### src/rtl/rotary_accum.sv
// Rotary encoder position accumulator with direction-aware acceleration,
// wrap/saturate arithmetic and a two-digit multiplexed hex display.
module rotary_accum #(
   parameter int ACCEL_WINDOW = 500000,
   parameter int SCAN_DIV     = 50000
) (
   input  logic       clk,
   input  logic       rst,
   input  logic       rot_cw,
   input  logic       rot_ccw,
   input  logic       wrap_en,
   input  logic       clear,
   output logic [7:0] pos,
   output logic       changed,
   output logic [6:0] hex_seg,
   output logic [1:0] hex_an
);

   localparam int GW = $clog2(ACCEL_WINDOW + 1);
   localparam int SW = $clog2(SCAN_DIV + 1);
   localparam logic [GW-1:0] GAP_MAX   = GW'(ACCEL_WINDOW);
   localparam logic [SW-1:0] SCAN_LAST = SW'(SCAN_DIV - 1);

   typedef enum logic [1:0] {
      IDLE,
      CW_RUN,
      CCW_RUN
   } accel_state_t;

   accel_state_t  state;
   logic [GW-1:0] gap;
   logic [SW-1:0] scan_cnt;
   logic          digit_sel;

   logic          accept_cw;
   logic          accept_ccw;
   logic          fast;
   logic [3:0]    step;
   logic [8:0]    sum;
   logic [8:0]    diff;
   logic [7:0]    pos_next;
   logic          digit_next;
   logic [3:0]    nibble;

   // Standard active-low hex glyphs, bit order {g,f,e,d,c,b,a}
   function automatic logic [6:0] hex_glyph(input logic [3:0] n);
      logic [6:0] g;
      case (n)
         4'h0: g = 7'b1000000;
         4'h1: g = 7'b1111001;
         4'h2: g = 7'b0100100;
         4'h3: g = 7'b0110000;
         4'h4: g = 7'b0011001;
         4'h5: g = 7'b0010010;
         4'h6: g = 7'b0000010;
         4'h7: g = 7'b1111000;
         4'h8: g = 7'b0000000;
         4'h9: g = 7'b0010000;
         4'hA: g = 7'b0001000;
         4'hB: g = 7'b0000011;
         4'hC: g = 7'b1000110;
         4'hD: g = 7'b0100001;
         4'hE: g = 7'b0000110;
         default: g = 7'b0001110;
      endcase
      return g;
   endfunction

   // Next position, step size and next display digit; simultaneous cw+ccw
   // cancels out, and clear overrides any pulse
   always_comb begin
      accept_cw  = rot_cw & ~rot_ccw & ~clear;
      accept_ccw = rot_ccw & ~rot_cw & ~clear;
      fast       = (gap < GAP_MAX) &&
                   ((accept_cw && state == CW_RUN) || (accept_ccw && state == CCW_RUN));
      step       = fast ? 4'd4 : 4'd1;
      sum        = {1'b0, pos} + {5'b0, step};
      diff       = {1'b0, pos} - {5'b0, step};
      pos_next   = pos;
      if (clear) begin
         pos_next = '0;
      end else if (accept_cw) begin
         pos_next = (sum[8] && !wrap_en) ? 8'hFF : sum[7:0];
      end else if (accept_ccw) begin
         pos_next = (diff[8] && !wrap_en) ? 8'h00 : diff[7:0];
      end
      digit_next = (scan_cnt == SCAN_LAST) ? ~digit_sel : digit_sel;
      nibble     = digit_next ? pos_next[7:4] : pos_next[3:0];
   end

   // Acceleration FSM and gap counter; a both-high cycle freezes everything
   always_ff @(posedge clk or posedge rst) begin
      if (rst) begin
         state <= IDLE;
         gap   <= GAP_MAX;
      end else if (clear) begin
         state <= IDLE;
         gap   <= GAP_MAX;
      end else if (accept_cw) begin
         state <= CW_RUN;
         gap   <= '0;
      end else if (accept_ccw) begin
         state <= CCW_RUN;
         gap   <= '0;
      end else if (!(rot_cw && rot_ccw)) begin
         if (gap == GAP_MAX) begin
            state <= IDLE;
         end else begin
            gap <= gap + 1'b1;
         end
      end
   end

   // Position register and one-cycle change strobe aligned with the new value
   always_ff @(posedge clk or posedge rst) begin
      if (rst) begin
         pos     <= '0;
         changed <= 1'b0;
      end else begin
         pos     <= pos_next;
         changed <= (pos_next != pos);
      end
   end

   // Digit scan and registered display outputs, glyph tracks the new position
   always_ff @(posedge clk or posedge rst) begin
      if (rst) begin
         scan_cnt  <= '0;
         digit_sel <= 1'b0;
         hex_an    <= 2'b10;
         hex_seg   <= 7'b1000000;
      end else begin
         scan_cnt  <= (scan_cnt == SCAN_LAST) ? '0 : scan_cnt + 1'b1;
         digit_sel <= digit_next;
         hex_an    <= digit_next ? 2'b01 : 2'b10;
         hex_seg   <= hex_glyph(nibble);
      end
   end

endmodule

### config.mk
export PLATFORM = sky130hd
export DESIGN_NAME = rotary_accum
export DESIGN_NICKNAME = d
export VERILOG_FILES = /design/src/rtl/rotary_accum.sv
export SDC_FILE = /design/constraint.sdc
export NUM_CORES = 1
export LEC_CHECK = 0
export ABC_AREA = 1
export BUFFER_PORTS_ARGS = -buffer_cell sky130_fd_sc_hd__buf_2
export CAP_MARGIN = 20
export CORE_MARGIN = 4
export CORE_UTILIZATION = 50
export CTS_BUF_LIST = sky130_fd_sc_hd__clkbuf_8
export DETAILED_ROUTE_END_ITERATION = 16
export GPL_TIMING_DRIVEN = 0
export PLACE_DENSITY = 0.67
export SKIP_LAST_GASP = 1
export SYNTH_ARGS = -nofsm -noshare
export SYNTH_HDL_FRONTEND = slang
export SYNTH_SLANG_ARGS = --single-unit
### constraint.sdc
create_clock -name clk -period 3.8 [get_ports clk]
set_input_delay 0.57 -clock clk [delete_from_list [all_inputs] [get_ports clk]]
set_output_delay 0.57 -clock clk [all_outputs]
set_load 0.02 [all_outputs]
==> out/qor.yml <==
outcome: "finished clean"
fin_crit_sh: 0.9070
final_util: 0.5773
clk_pin_slew_ns: 0.11
diodes: 0
synth.yosys.seq_area_share: 0.3556
antenna_left: 0
ctsLongestPathBuffers: 2
vias: 3569
rows: 31
syn_area_um2: 3902
io_buffers: 22
dp_slack_ns: -0.04109
p_per_area_nw_per_um2: 330.6
reg2reg_slack_ns: 0.35
vdd_drop_max_mv: 0.1375
fillers: 707
worst_pin_slew_ns: 0.4635
cts-buffers-inserted: 5
drc_errors: 0
fin_worst_skew_ns: 0.007478
synth_edf_count: 0
final_net_count: 601
async_reset_ff_frac: 1.000
post_drt_wl_per_cell_um: 13.08
overflow: 0
drv_slew: 0
finalSetupTns_ns: 0
routed_wl_mm: 8.891
r2r-start: "gap[5]"
dieWidth_um: 96.35
path_max_fanout: 7
ctsHoldBuffers: 0
path_class: "reg -> reg"
cp_common_cell: "nand2_1"
finalSetupViolCount: 0
postCtsResizedCells: 0
syn-num-nets: 571
gp_congestion: 0.9224
cp.required_ns: 4.02
dp_cells: 672
r2r_end: "hex_seg[3]"
clockRootBuffer: "clkbuf_8"
cp_cell_sequence: "inv_1, a31oi_1, o21ai_0, a21oi_2, nor2_1, inv_1, ha_1, ha_1, inv_1, nand2_1, nand2_1, nor2_4, nand3_4, nand2_1, nand2_1, nand3_1, nand2_1, nand2_2, inv_1, ha_1, nand3_1, nand2_1, nand2_1, nand2_1"
grt_max_degree: 39
hold_viol: 0
postSynthAreaPerCell_um2: 7.095
hpwl_mm: 6.670
synth_cells: 550
grt_pass1_vias: 3449
fmax_mhz: 290.2
grt_antenna_before_repair: 0
dr.first_iter.drc_count: 173
via_per_inst: 5.249
rsz0062_at_grt: "false"
io-pin-count: 24
netlist.area_leader.share: 0.2950
ys_types: 38
crit_path_max_incr_delay_ns: 0.60
drive_gt1_frac: 0.1532
ys_ff_latch: 55
regArea_um2: 1388
end_kind: "flip-flop"
core_area_um2: 7408
min_period_ns: 3.446
crit_slowest_cell: "dfstp_2"
rr_worst_depth: 24
critPathLaunchType: "flip-flop"
timing.critical_path.to: "hex_seg[3]"
final_cell_count_no_fill: 680
yosys_most_used_dff: "dfrtp_1"
p_leak_uw: 0.002283
grt_usage: 0.2066
grt_pass1_wl_mm: 15.15
critPathArrivalTime_ns: 3.66
maxCapViolCount: 0
tritoncts: "built"
post-cts-setup-buffer-count: 0
first_pass_iters: 5
die_area_um2: 9282
insertion_delay_ns: 0.32
area_growth_pct: 9.586
start_util: 0.5268
h-tree-depth: 2
crit_start: "gap[5]"
fp.dieH_um: 96.35
fin_ws_ns: 0.3535
min_path_type: "in -> async"
synth_top_area_cell: "dfrtp_1"
hold_ws_ns: 0.2217
yosys-top-cells-area: "dfrtp_1 (29%), nand2_1 (15%), inv_1 (8.1%)"
layout_common_cells: "nand2_1 (155), inv_1 (84), nor2_1 (49)"
multi_input_area_um2: 2115
slew_headroom: 0.6882
cts_num_sinks: 55
ys_warn_count: 0
final_common_cell: "nand2_1"
==> cell usage after synthesis, types with 2 or more instances <==
library cell	count
o21ai_1	5
nand2_1	156
nand2_2	11
nor3_2	2
nor2_2	3
nor2_1	49
nor4_1	2
buf_6	3
xor2_1	9
nand4_1	14
o21ai_4	2
nand3_1	48
dfstp_2	9
dfrtp_1	46
a21oi_1	25
buf_4	3
nand3b_1	2
nand2_4	7
nor3_1	12
o21ai_0	15
inv_2	5
a31oi_1	8
nand3_4	2
ha_1	15
inv_1	84
==> worst min path at each step <==
stage | start | to | slack [ns] | depth (start not counted)
finish | rst | scan_cnt[7] | 0.22 | 2
global route | rst | scan_cnt[7] | 0.25 | 2
CTS | rst | scan_cnt[7] | 0.23 | 2
detailed placement | scan_cnt[0] | scan_cnt[0] | 0.45 | 1
global placement | scan_cnt[0] | scan_cnt[0] | 0.45 | 1
floorplan | scan_cnt[0] | scan_cnt[0] | 0.43 | 1
==> layer usage <==
layer  wire [um]  GRT usage
met5           0          0
met4         122    0.06542
met3         407    0.03284
met1        4052     0.2604
met2        4308     0.3611
==> sequential cells by signal, indices dropped and copies added, names as in the netlist <==
register	flops
gap	19
scan_cnt	16
pos	8
hex_seg	7
hex_an	2
state	2
changed	1
==> power by group <==
part | leakage, uW | internal [uW] | total (uW) | switching (uW)
Sequential | 0.000705 | 630 | 661 | 31.0
Clock | 0.0000556 | 195 | 404 | 209
Combinational | 0.00152 | 115 | 349 | 233
Total | 0.00228 | 940 | 1410 | 474
==> layout make-up <==
class	instances	area share
buffer	6	0.01317
clock buffer	5	0.01609
clock inverter	3	0.009655
inverter	91	0.08280
multi-input combinational	398	0.4944
sequential	55	0.3245
tap	99	0.02896
timing repair buffer	23	0.03043
==> logic make-up after synthesis <==
logic type | synth area share
flops | 0.3556
fa+ha+maj | 0.04809
compound gates | 0.08945
simple gates | 0.3745
xor+xnor | 0.02725
buf+inv | 0.1052
==> worst max-delay path: cells and delay by family, from the launching register on <==
family / cells / cell delay [ns]
AOI/OAI and AO/OA: 3 / 0.48
buffers and inverters: 4 / 0.32
and+or+nand+nor: 14 / 1.31
adders and majority gates: 3 / 0.62
DFF: 1 / 0.60
==> per-stage QoR <==
step | total power [uW] | cell area (um2)
floorplan | 926.4 | 3902
global placement | 1007 | 4136
detailed placement | 1016 | 4156
CTS | 1419 | 4267
global route | 1497 | 4277
finish | 1414 | 4277
Note: power is estimated with default switching activity, not from simulation.
